--- src/rtl/xspi_pkg.sv ---
// Shared constants for the xSPI command sequencer: opcodes, lane modes, FSM states,
// per-opcode dummy counts and the decoded-command record. Octal entries need XSPI_CMD_OCTAL_EN.
package xspi_pkg;

    localparam logic [7:0] OP_FAST_READ    = 8'h0B;
    localparam logic [7:0] OP_QUAD_IO_READ = 8'hEB;
    localparam logic [7:0] OP_PP           = 8'h02;
    localparam logic [7:0] OP_QUAD_PP      = 8'h32;
    localparam logic [7:0] OP_RDSR         = 8'h05;
    localparam logic [7:0] OP_WREN         = 8'h06;

    localparam logic [4:0] DUMMY_FAST_READ    = 5'd8;
    localparam logic [4:0] DUMMY_QUAD_IO_READ = 5'd6;

`ifdef XSPI_CMD_OCTAL_EN
    localparam logic [7:0] OP_OCTAL_IO_READ    = 8'hCB;
    localparam logic [7:0] OP_OCTAL_PP         = 8'hC2;
    localparam logic [4:0] DUMMY_OCTAL_IO_READ = 5'd16;
`endif

    typedef enum logic [1:0] {
        MODE_SPI  = 2'b00,
        MODE_DSPI = 2'b01,
        MODE_QSPI = 2'b10,
        MODE_OSPI = 2'b11
    } mode_e;

    typedef enum logic [2:0] {
        ST_CMD,
        ST_ADDR,
        ST_DUMMY,
        ST_DATA,
        ST_IGNORE
    } state_e;

    // data_dir: 1 = sequencer drives the host (read), 0 = host sends data (program).
    typedef struct packed {
        logic       valid;
        logic       has_addr;
        mode_e      addr_mode;
        logic [4:0] dummy;
        mode_e      data_mode;
        logic       data_dir;
        logic       is_wren;
    } cmd_info_t;

endpackage

--- src/rtl/xspi_cmd_seq_if.sv ---
// Sequencer bus: PHY transaction controls on one side, flash-core requests on the other.
interface xspi_cmd_seq_if #(
    parameter int ADDR_BITS        = 24,
    parameter int WORD_SIZE        = 32,
    parameter int CYCLE_COUNT_BITS = 6
) ();
    logic [CYCLE_COUNT_BITS-1:0] txnbc_o;
    logic [1:0]                  txnmode_o;
    logic                        txndir_o;
    logic [WORD_SIZE-1:0]        txndata_o;
    logic                        txndone_i;
    logic [WORD_SIZE-1:0]        txndata_i;
    logic [ADDR_BITS-1:0]        addr_o;
    logic                        rd_req_o;
    logic [WORD_SIZE-1:0]        rdata_i;
    logic                        wr_valid_o;
    logic [WORD_SIZE-1:0]        wdata_o;
    logic [7:0]                  status_i;
    logic                        wel_o;
    logic                        cmd_err_o;

    modport master (
        output txnbc_o, txnmode_o, txndir_o, txndata_o,
        output addr_o, rd_req_o, wr_valid_o, wdata_o, wel_o, cmd_err_o,
        input  txndone_i, txndata_i, rdata_i, status_i
    );

    modport slave (
        input  txnbc_o, txnmode_o, txndir_o, txndata_o,
        input  addr_o, rd_req_o, wr_valid_o, wdata_o, wel_o, cmd_err_o,
        output txndone_i, txndata_i, rdata_i, status_i
    );
endinterface

--- src/rtl/xspi_cmd_decode.sv ---
// Combinational opcode decoder; octal opcodes decode only with XSPI_CMD_OCTAL_EN defined.
module xspi_cmd_decode
    import xspi_pkg::*;
(
    input  logic [7:0] i_opcode,
    output cmd_info_t  o_info
);
    always_comb begin
        o_info = '0;
        case (i_opcode)
            OP_FAST_READ: begin
                o_info.valid = 1'b1; o_info.has_addr = 1'b1; o_info.addr_mode = MODE_SPI;
                o_info.dummy = DUMMY_FAST_READ; o_info.data_mode = MODE_SPI; o_info.data_dir = 1'b1;
            end
            OP_QUAD_IO_READ: begin
                o_info.valid = 1'b1; o_info.has_addr = 1'b1; o_info.addr_mode = MODE_QSPI;
                o_info.dummy = DUMMY_QUAD_IO_READ; o_info.data_mode = MODE_QSPI; o_info.data_dir = 1'b1;
            end
            OP_PP: begin
                o_info.valid = 1'b1; o_info.has_addr = 1'b1; o_info.data_mode = MODE_SPI;
            end
            OP_QUAD_PP: begin
                o_info.valid = 1'b1; o_info.has_addr = 1'b1; o_info.data_mode = MODE_QSPI;
            end
            OP_RDSR: begin
                o_info.valid = 1'b1; o_info.data_dir = 1'b1;
            end
            OP_WREN: begin
                o_info.valid = 1'b1; o_info.is_wren = 1'b1;
            end
`ifdef XSPI_CMD_OCTAL_EN
            OP_OCTAL_IO_READ: begin
                o_info.valid = 1'b1; o_info.has_addr = 1'b1; o_info.addr_mode = MODE_OSPI;
                o_info.dummy = DUMMY_OCTAL_IO_READ; o_info.data_mode = MODE_OSPI; o_info.data_dir = 1'b1;
            end
            OP_OCTAL_PP: begin
                o_info.valid = 1'b1; o_info.has_addr = 1'b1; o_info.data_mode = MODE_OSPI;
            end
`endif
            default: o_info = '0;
        endcase
    end
endmodule

--- src/rtl/xspi_cmd_seq.sv ---
// xSPI NOR command sequencer clocked on the SPI clock falling edge; rst_ni is chip-enable.
// Octal commands (0xCB, 0xC2) are supported only when XSPI_CMD_OCTAL_EN is defined.
module xspi_cmd_seq
    import xspi_pkg::*;
#(
    parameter int ADDR_BITS        = 24,
    parameter int WORD_SIZE        = 32,
    parameter int CYCLE_COUNT_BITS = 6
) (
    input  logic           sck_i,
    input  logic           rst_ni,
    input  logic           por_ni,
    xspi_cmd_seq_if.master bus
);
    localparam logic [ADDR_BITS-1:0]        ADDR_STEP = ADDR_BITS'(4);
    localparam logic [CYCLE_COUNT_BITS-1:0] BC_BYTE   = CYCLE_COUNT_BITS'(8);
    localparam logic [CYCLE_COUNT_BITS-1:0] BC_ADDR   = CYCLE_COUNT_BITS'(ADDR_BITS);
    localparam logic [CYCLE_COUNT_BITS-1:0] BC_WORD   = CYCLE_COUNT_BITS'(WORD_SIZE);

    cmd_info_t                   w_dec;
    state_e                      r_state, w_state;
    logic [CYCLE_COUNT_BITS-1:0] r_bc, w_bc;
    mode_e                       r_mode, w_mode, r_data_mode, w_data_mode;
    logic                        r_dir, w_dir;
    logic [WORD_SIZE-1:0]        r_txdata, w_txdata, r_wdata, w_wdata, w_status_word;
    logic [ADDR_BITS-1:0]        r_addr, w_addr;
    logic                        r_rd_req, w_rd_req, r_wr_valid, w_wr_valid;
    logic                        r_err, w_err, r_wel, w_wel;
    logic [4:0]                  r_dummy, w_dummy;
    logic                        r_read, w_read, r_rdsr, w_rdsr;

    xspi_cmd_decode u_decode (
        .i_opcode (bus.txndata_i[7:0]),
        .o_info   (w_dec)
    );

    assign w_status_word = {(WORD_SIZE / 8){bus.status_i}};

    always_comb begin
        // NOTE: every next value defaults to its register first, so no path leaves a latch.
        w_state = r_state;   w_bc = r_bc;         w_mode = r_mode;       w_dir = r_dir;
        w_txdata = r_txdata; w_wdata = r_wdata;   w_addr = r_addr;       w_err = r_err;
        w_wel = r_wel;       w_dummy = r_dummy;   w_data_mode = r_data_mode;
        w_read = r_read;     w_rdsr = r_rdsr;     w_rd_req = 1'b0;       w_wr_valid = 1'b0;
        // A program word is reported at its own address; the step follows one cycle later.
        if (r_wr_valid) w_addr = r_addr + ADDR_STEP;
        if (bus.txndone_i) begin
            unique case (r_state)
                ST_CMD: begin
                    w_dummy = w_dec.dummy;  w_data_mode = w_dec.data_mode;  w_read = w_dec.data_dir;
                    w_rdsr  = w_dec.valid && !w_dec.has_addr && !w_dec.is_wren;
                    if (!w_dec.valid || (w_dec.has_addr && !w_dec.data_dir && !r_wel)) begin
                        w_err = 1'b1;  w_state = ST_IGNORE;
                    end else if (w_dec.is_wren) begin
                        w_wel = 1'b1;  w_state = ST_IGNORE;
                    end else if (w_dec.has_addr) begin
                        w_state = ST_ADDR;  w_bc = BC_ADDR;  w_mode = w_dec.addr_mode;
                    end else begin
                        w_state = ST_DATA;  w_bc = BC_BYTE;  w_mode = MODE_SPI;
                        w_dir = 1'b1;       w_txdata = w_status_word;
                    end
                end
                ST_ADDR: begin
                    w_addr = {bus.txndata_i[ADDR_BITS-1:2], 2'b00};
                    if (r_read) begin
                        w_rd_req = 1'b1;  w_state = ST_DUMMY;
                        w_bc = CYCLE_COUNT_BITS'(r_dummy);  w_mode = MODE_SPI;
                    end else begin
                        w_state = ST_DATA;  w_bc = BC_WORD;  w_mode = r_data_mode;
                    end
                end
                ST_DUMMY: begin
                    // First word leaves with the dummy edge; addr_o then points at the prefetch.
                    w_txdata = bus.rdata_i;  w_addr = r_addr + ADDR_STEP;  w_rd_req = 1'b1;
                    w_state = ST_DATA;  w_bc = BC_WORD;  w_mode = r_data_mode;  w_dir = 1'b1;
                end
                ST_DATA: begin
                    if (r_rdsr) begin
                        w_txdata = w_status_word;
                    end else if (r_read) begin
                        w_txdata = bus.rdata_i;  w_addr = r_addr + ADDR_STEP;  w_rd_req = 1'b1;
                    end else begin
                        // WEL drops with the first committed word, so it is already low after CE.
                        w_wdata = bus.txndata_i;  w_wr_valid = 1'b1;  w_wel = 1'b0;
                    end
                end
                default: w_state = r_state;
            endcase
        end
    end

    always_ff @(negedge sck_i or negedge rst_ni) begin
        if (!rst_ni) begin
            r_state <= ST_CMD;   r_bc <= BC_BYTE;   r_mode <= MODE_SPI;   r_dir <= 1'b0;
            r_txdata <= '0;      r_wdata <= '0;     r_addr <= '0;         r_err <= 1'b0;
            r_rd_req <= 1'b0;    r_wr_valid <= 1'b0;
            r_dummy <= '0;       r_data_mode <= MODE_SPI;  r_read <= 1'b0;  r_rdsr <= 1'b0;
        end else begin
            // NOTE: non-blocking so every flop samples pre-edge values of its neighbours.
            r_state <= w_state;  r_bc <= w_bc;      r_mode <= w_mode;     r_dir <= w_dir;
            r_txdata <= w_txdata; r_wdata <= w_wdata; r_addr <= w_addr;   r_err <= w_err;
            r_rd_req <= w_rd_req; r_wr_valid <= w_wr_valid;
            r_dummy <= w_dummy;  r_data_mode <= w_data_mode;  r_read <= w_read;  r_rdsr <= w_rdsr;
        end
    end

    // WEL survives chip-enable cycles and only updates while the device is selected.
    always_ff @(negedge sck_i or negedge por_ni) begin
        if (!por_ni)     r_wel <= 1'b0;
        else if (rst_ni) r_wel <= w_wel;
    end

    assign bus.txnbc_o    = r_bc;
    assign bus.txnmode_o  = r_mode;
    assign bus.txndir_o   = r_dir;
    assign bus.txndata_o  = r_txdata;
    assign bus.addr_o     = r_addr;
    assign bus.rd_req_o   = r_rd_req;
    assign bus.wr_valid_o = r_wr_valid;
    assign bus.wdata_o    = r_wdata;
    assign bus.wel_o      = r_wel;
    assign bus.cmd_err_o  = r_err;
endmodule

--- src/flat_wrapper.sv ---
// flat-port wrapper written by rule: the top's interface ports become plain ports
module xspi_cmd_seq_flat import xspi_pkg::*;
#(
    parameter int ADDR_BITS        = 24,
    parameter int WORD_SIZE        = 32,
    parameter int CYCLE_COUNT_BITS = 6
)
  (sck_i, rst_ni, por_ni, bus_txnbc_o, bus_txnmode_o, bus_txndir_o, bus_txndata_o, bus_addr_o, bus_rd_req_o, bus_wr_valid_o, bus_wdata_o, bus_wel_o, bus_cmd_err_o, bus_txndone_i, bus_txndata_i, bus_rdata_i, bus_status_i);
  xspi_cmd_seq_if #(.ADDR_BITS(ADDR_BITS), .WORD_SIZE(WORD_SIZE), .CYCLE_COUNT_BITS(CYCLE_COUNT_BITS)) bus_i ();
  input  logic sck_i;
  input  logic rst_ni;
  input  logic por_ni;
  output wire logic [$bits(bus_i.txnbc_o)-1:0] bus_txnbc_o;
  output wire logic [$bits(bus_i.txnmode_o)-1:0] bus_txnmode_o;
  output wire logic [$bits(bus_i.txndir_o)-1:0] bus_txndir_o;
  output wire logic [$bits(bus_i.txndata_o)-1:0] bus_txndata_o;
  output wire logic [$bits(bus_i.addr_o)-1:0] bus_addr_o;
  output wire logic [$bits(bus_i.rd_req_o)-1:0] bus_rd_req_o;
  output wire logic [$bits(bus_i.wr_valid_o)-1:0] bus_wr_valid_o;
  output wire logic [$bits(bus_i.wdata_o)-1:0] bus_wdata_o;
  output wire logic [$bits(bus_i.wel_o)-1:0] bus_wel_o;
  output wire logic [$bits(bus_i.cmd_err_o)-1:0] bus_cmd_err_o;
  input wire logic [$bits(bus_i.txndone_i)-1:0] bus_txndone_i;
  input wire logic [$bits(bus_i.txndata_i)-1:0] bus_txndata_i;
  input wire logic [$bits(bus_i.rdata_i)-1:0] bus_rdata_i;
  input wire logic [$bits(bus_i.status_i)-1:0] bus_status_i;
  assign bus_txnbc_o = bus_i.txnbc_o;
  assign bus_txnmode_o = bus_i.txnmode_o;
  assign bus_txndir_o = bus_i.txndir_o;
  assign bus_txndata_o = bus_i.txndata_o;
  assign bus_addr_o = bus_i.addr_o;
  assign bus_rd_req_o = bus_i.rd_req_o;
  assign bus_wr_valid_o = bus_i.wr_valid_o;
  assign bus_wdata_o = bus_i.wdata_o;
  assign bus_wel_o = bus_i.wel_o;
  assign bus_cmd_err_o = bus_i.cmd_err_o;
  assign bus_i.txndone_i = bus_txndone_i;
  assign bus_i.txndata_i = bus_txndata_i;
  assign bus_i.rdata_i = bus_rdata_i;
  assign bus_i.status_i = bus_status_i;
  xspi_cmd_seq #(.ADDR_BITS(ADDR_BITS), .WORD_SIZE(WORD_SIZE), .CYCLE_COUNT_BITS(CYCLE_COUNT_BITS)) u_core (.sck_i(sck_i), .rst_ni(rst_ni), .por_ni(por_ni), .bus(bus_i));
endmodule
--- config.mk ---
export PLATFORM = sky130hd
export DESIGN_NAME = xspi_cmd_seq_flat
export DESIGN_NICKNAME = d
export VERILOG_FILES = /design/src/rtl/xspi_pkg.sv /design/src/rtl/xspi_cmd_seq_if.sv /design/src/rtl/xspi_cmd_decode.sv /design/src/rtl/xspi_cmd_seq.sv /design/src/flat_wrapper.sv
export SDC_FILE = /design/constraint.sdc
export NUM_CORES = 1
export LEC_CHECK = 0
export CAP_MARGIN = 20
export CORE_ASPECT_RATIO = 1.4
export CORE_MARGIN = 2
export CORE_UTILIZATION = 50
export CTS_CLUSTER_SIZE = 20
export DETAILED_ROUTE_END_ITERATION = 16
export GPL_TIMING_DRIVEN = 0
export PLACE_DENSITY = 0.87
export SYNTH_ARGS = -nofsm -noshare
export SYNTH_HDL_FRONTEND = slang
export SYNTH_SLANG_ARGS = --single-unit
--- constraint.sdc ---
create_clock -name sck_i -period 7.1 [get_ports sck_i]
set_input_delay 1.42 -clock sck_i [delete_from_list [all_inputs] [get_ports sck_i]]
set_output_delay 1.42 -clock sck_i [all_outputs]
set_load 0.005 [all_outputs]
; ---- After elaboration in Yosys (flattened, before gate mapping)
; Index checks and enable logic that the tools add are counted.
; W data, S select, Z words.
[op_classes]
n_eq_ne = 16
addsub = 1
reduce_logical = 27
bitwise = 2
mux = 49
[op_table]
columns = operator, count
row1 = $mux W32, 5
row2 = $mux W24, 4
row3 = $pmux W32 S3, 1
row4 = $pmux W24 S3, 1
row5 = $add A24 B3 Y24 const B, 1
row6 = $mux W1, 19
row7 = $mux W6, 3
row8 = $pmux W6 S3, 1
row9 = $eq A8 B3 Y1 const B, 2
row10 = $pmux W7 S2, 1
row11 = $mux W2, 6
row12 = $ne A2 B2 Y1 const B, 5
row13 = $pmux W3 S3, 1
row14 = $eq A8 B2 Y1 const B, 1
row15 = $eq A8 B4 Y1 const B, 1
row16 = $eq A8 B6 Y1 const B, 1
row17 = $eq A8 B8 Y1 const B, 1
row18 = $reduce_and A4 Y1, 2
row19 = $reduce_and A7 Y1, 1
row20 = $eq A3 B2 Y1 const B, 2
row21 = $mux W3, 2
row22 = $pmux W2 S3, 1
row23 = $reduce_and A6 Y1, 1
row24 = $reduce_bool A3 Y1, 2
row25 = 19 further kinds, 30
[word_totals]
input_bits = 76
ff_bits = 113
out_inout_bits = 101
wordCells = 110

; ---- Depth between registers and ports, before layout
[depth]
depth_word = 9
mapped_depth = 8
mapped_depth_nobuf = 7

; ---- Hierarchy
; Synthesis repeated with hierarchy kept, for this count alone.
[unflattened]
cells_unflattened = 520
area_unflattened_um2 = 5429.0
[by_module_without_submodules]
columns = mod, cells_per_inst, instances, seq_area_each_um2, area_each_um2
row1 = xspi_cmd_seq, 489, 1, 2778.9, 5196.2
row2 = xspi_cmd_decode, 31, 1, 0.0, 232.7

==> flow_summary.json <==
{
  "gp_congestion": 0.893,
  "antenna_found_initial": 0,
  "ir_drop_v": 0.000153,
  "mostFrequentLayoutCells": "164 x clkdlybuf4s50_1, 103 x dfrtn_1, 43 x a21oi_1, 38 x inv_1",
  "insertion_delay_ns": 0.39,
  "synthSimpleGateAreaFrac_pct": 12.0,
  "grt_usage_pct": 26.4,
  "drt_first_iter_violations": 319,
  "die_y_um": 125,
  "hold_ws_ns": 0.419,
  "yosys-mux-area-fraction_pct": 14.1,
  "synth_seq_area_share_pct": 49.9,
  "startpoint_type": "primary input",
  "die_w_um": 90.3,
  "grt_overflow": 0,
  "slew_violations": 0,
  "io_buffers": 171,
  "setup_viol": 0,
  "grt_pass1_wl_um": 23900,
  "hold_viol": 0,
  "yosysWarnings": 0,
  "fin_tns_setup_ns": 0,
  "worstPathRequired_ns": 3.74,
  "grt_pass1_vias": 4846,
  "met2_usage_pct": 46.1,
  "clock_path_buffers": 2,
  "fin_skew_ns": 0.0457,
  "routed_via_density": 5.59,
  "start_util_pct": 50.7,
  "drc": 0,
  "area_growth_pct": 44.7,
  "p_leak_nw": 3.36,
  "critPathKind": "in -> reg",
  "cap_violations": 0,
  "ys_ff_latch": 104,
  "cts-root-buf": "clkbuf_16",
  "fin_nets": 766,
  "avgSynthCellArea_um2": 10.5,
  "holdCritPathClass": "reg -> reg",
  "cts_max_level": 3,
  "syn_inst": 498,
  "synthXorXnorAreaFrac_pct": 3.36,
  "crit_arrival_ns": 3.65,
  "grt_max_degree": 62,
  "cts_made_buffers": 9,
  "synth-async-reset-ratio_pct": 100,
  "gr-usage-met1_pct": 29.7,
  "diodes": 0,
  "cts_sinks": 104,
  "wl_per_cell_um": 17.9,
  "ant_nets": 0,
  "clk_pin_slew_ns": 0.05,
  "cp_max_fo": 10,
  "synth-compound-area-share_pct": 14.6,
  "num_vias": 4647,
  "worstMarginPinSlew_ns": 0.805,
  "p_per_area_nw_per_um2": 169,
  "synth_cell_types": 56,
  "core_region_area_um2": 10300,
  "synthFlopType": "dfrtn_1",
  "drive_gt1_share_pct": 12.4,
  "dp_hpwl_um": 11200,
  "fillers": 711,
  "ios": 177,
  "rrSetupSlack_ns": 4.47,
  "firstDrtPassIters": 5,
  "routed_wl_um": 14900,
  "synthAdderAreaFrac_pct": 0.240,
  "final_common_cell": "clkdlybuf4s50_1",
  "rsz0062_at_grt": "false",
  "endpoint_kind": "register",
  "postCtsHoldBufs": 0,
  "pre_cts_slack_ns": -1.04,
  "rows": 44,
  "die_area_um2": 11300,
  "slew_headroom_pct": 46.3,
  "syn-cell-area_um2": 5220,
  "gr-usage-met3_pct": 7.99,
  "fin_ws_ns": 0.0848,
  "synth_edf_count": 0,
  "tritoncts": "done",
  "synth_top_family_by_area": "compound AO/OA/AOI/OAI gates",
  "top_usage_layer": "met2",
  "status": "complete, no violations"
}
cells by family after synthesis:
family | Yosys count
simple gates | 121
compound gates | 117
flops | 104
mux | 69
buf+inv | 65
xor+xnor | 20
fa+ha+maj | 1
other cells | 1
worst paths after layout:
path	from	end	depth (start not counted)
setup reg to reg	u_core.bus.addr_o[5]	u_core.bus.addr_o[22]	8
hold / removal	u_core.bus.txnbc_o[4]	u_core.bus.txnbc_o[4]	1
min in group asynchronous	rst_ni	u_core.bus.txndata_o[23]	1
setup / recovery	bus_txndata_i[2]	u_core.bus.txndata_o[3]	9
hold reg to reg	u_core.bus.txnbc_o[4]	u_core.bus.txnbc_o[4]	1
max in group asynchronous	rst_ni	u_core.bus.wdata_o[23]	2
synth_stat cells, types with 2 or more instances:
library cell  number  share of area [%]
o21ai_0           15                1.4
a211oi_1           3               0.43
a22o_1             2               0.34
nor2_1            21                1.5
xnor2_1           12                2.0
nor4b_1            2               0.34
o22ai_1           11                1.3
buf_4              5               0.72
and3_1             8               0.96
a22oi_1            7                1.0
and4_1             2               0.34
nand3_1           10               0.96
buf_8              3               0.86
or4_1              2               0.29
and2_1             2               0.24
nand2b_1           7               0.84
inv_1             38                2.7
nand4_1            4               0.48
a31oi_1            5               0.60
mux2_2            36                7.8
dfrtn_1          103                 49
a41o_1             2               0.38
o31ai_1            5               0.72
mux2i_1           33                6.3
a311oi_1           2               0.34
a21oi_1           43                4.1
nand2_1           36                2.6
nor2b_1            9                1.1
a21o_1            10                1.4
nor3_1            10               0.96
buf_1              3               0.22
clkbuf_1          15                1.1
nor4_1             2               0.24
xor2_1             8                1.3
cell type report:
cell class | count | area, um2 | area share [%]
buffer | 27 | 159 | 2.10
clock inverter | 6 | 67.6 | 0.895
sequential | 104 | 2600 | 34.5
clock buffer | 11 | 253 | 3.35
tap | 138 | 173 | 2.29
inverter | 37 | 139 | 1.84
timing repair buffer | 177 | 1780 | 23.5
multi-input combinational | 332 | 2380 | 31.5
routing by layer:
layer	wire (um)	share of wire, %
met5	0	0
met4	473	3.2
met3	1170	7.8
met2	7600	51
met1	5660	38
critical path, cell delays in order:
cell	delay [ns]
clkdlybuf4s50_1	0.49
nand2b_2	0.26
a2111o_1	0.45
nor2b_4	0.16
a31o_4	0.26
a221oi_4	0.20
buf_6	0.16
buf_8	0.15
mux2i_1	0.10
sequential cells by signal, indices dropped and copies added (netlist names):
signal,flops
u_core.r_data_mode,1
u_core.bus.wr_valid_o,1
u_core.r_rdsr,1
u_core.bus.txndata_o,32
u_core.bus.addr_o,22
u_core.r_read,1
u_core.bus.txnmode_o,1
u_core.bus.cmd_err_o,1
u_core.bus.wel_o,1
u_core.bus.txndir_o,1
u_core.r_state,3
u_core.bus.wdata_o,32
u_core.r_dummy,2
u_core.bus.rd_req_o,1
u_core.bus.txnbc_o,4
what timing repair did:
action                                  4_1_cts  5_1_grt
buffers inserted                              3        2
endpoints found under the setup margin       51       40
pin swaps                                     2        3
gates resized for setup                      10       12
metrics by stage:
| stage | cells | instance area (um2) | utilization [%] | power (mW) |
|---|---|---|---|---|
| floorplan | 501 | 5230 | - | 0.670 |
| global placement | 810 | 7110 | 69.1 | 0.764 |
| detailed placement | 811 | 7140 | 69.3 | 0.769 |
| CTS | 830 | 7510 | 72.9 | 1.28 |
| global route | 832 | 7550 | 73.3 | 1.32 |
| finish | 832 | 7550 | 73.3 | 1.28 |
where the power goes:
part	switching, mW	internal [mW]	leakage [nW]
Sequential	0.0114	0.610	1.28
Combinational	0.0573	0.0788	1.93
Clock	0.225	0.296	0.158
Total	0.294	0.985	3.36
Power figures use the tool's default switching activity.
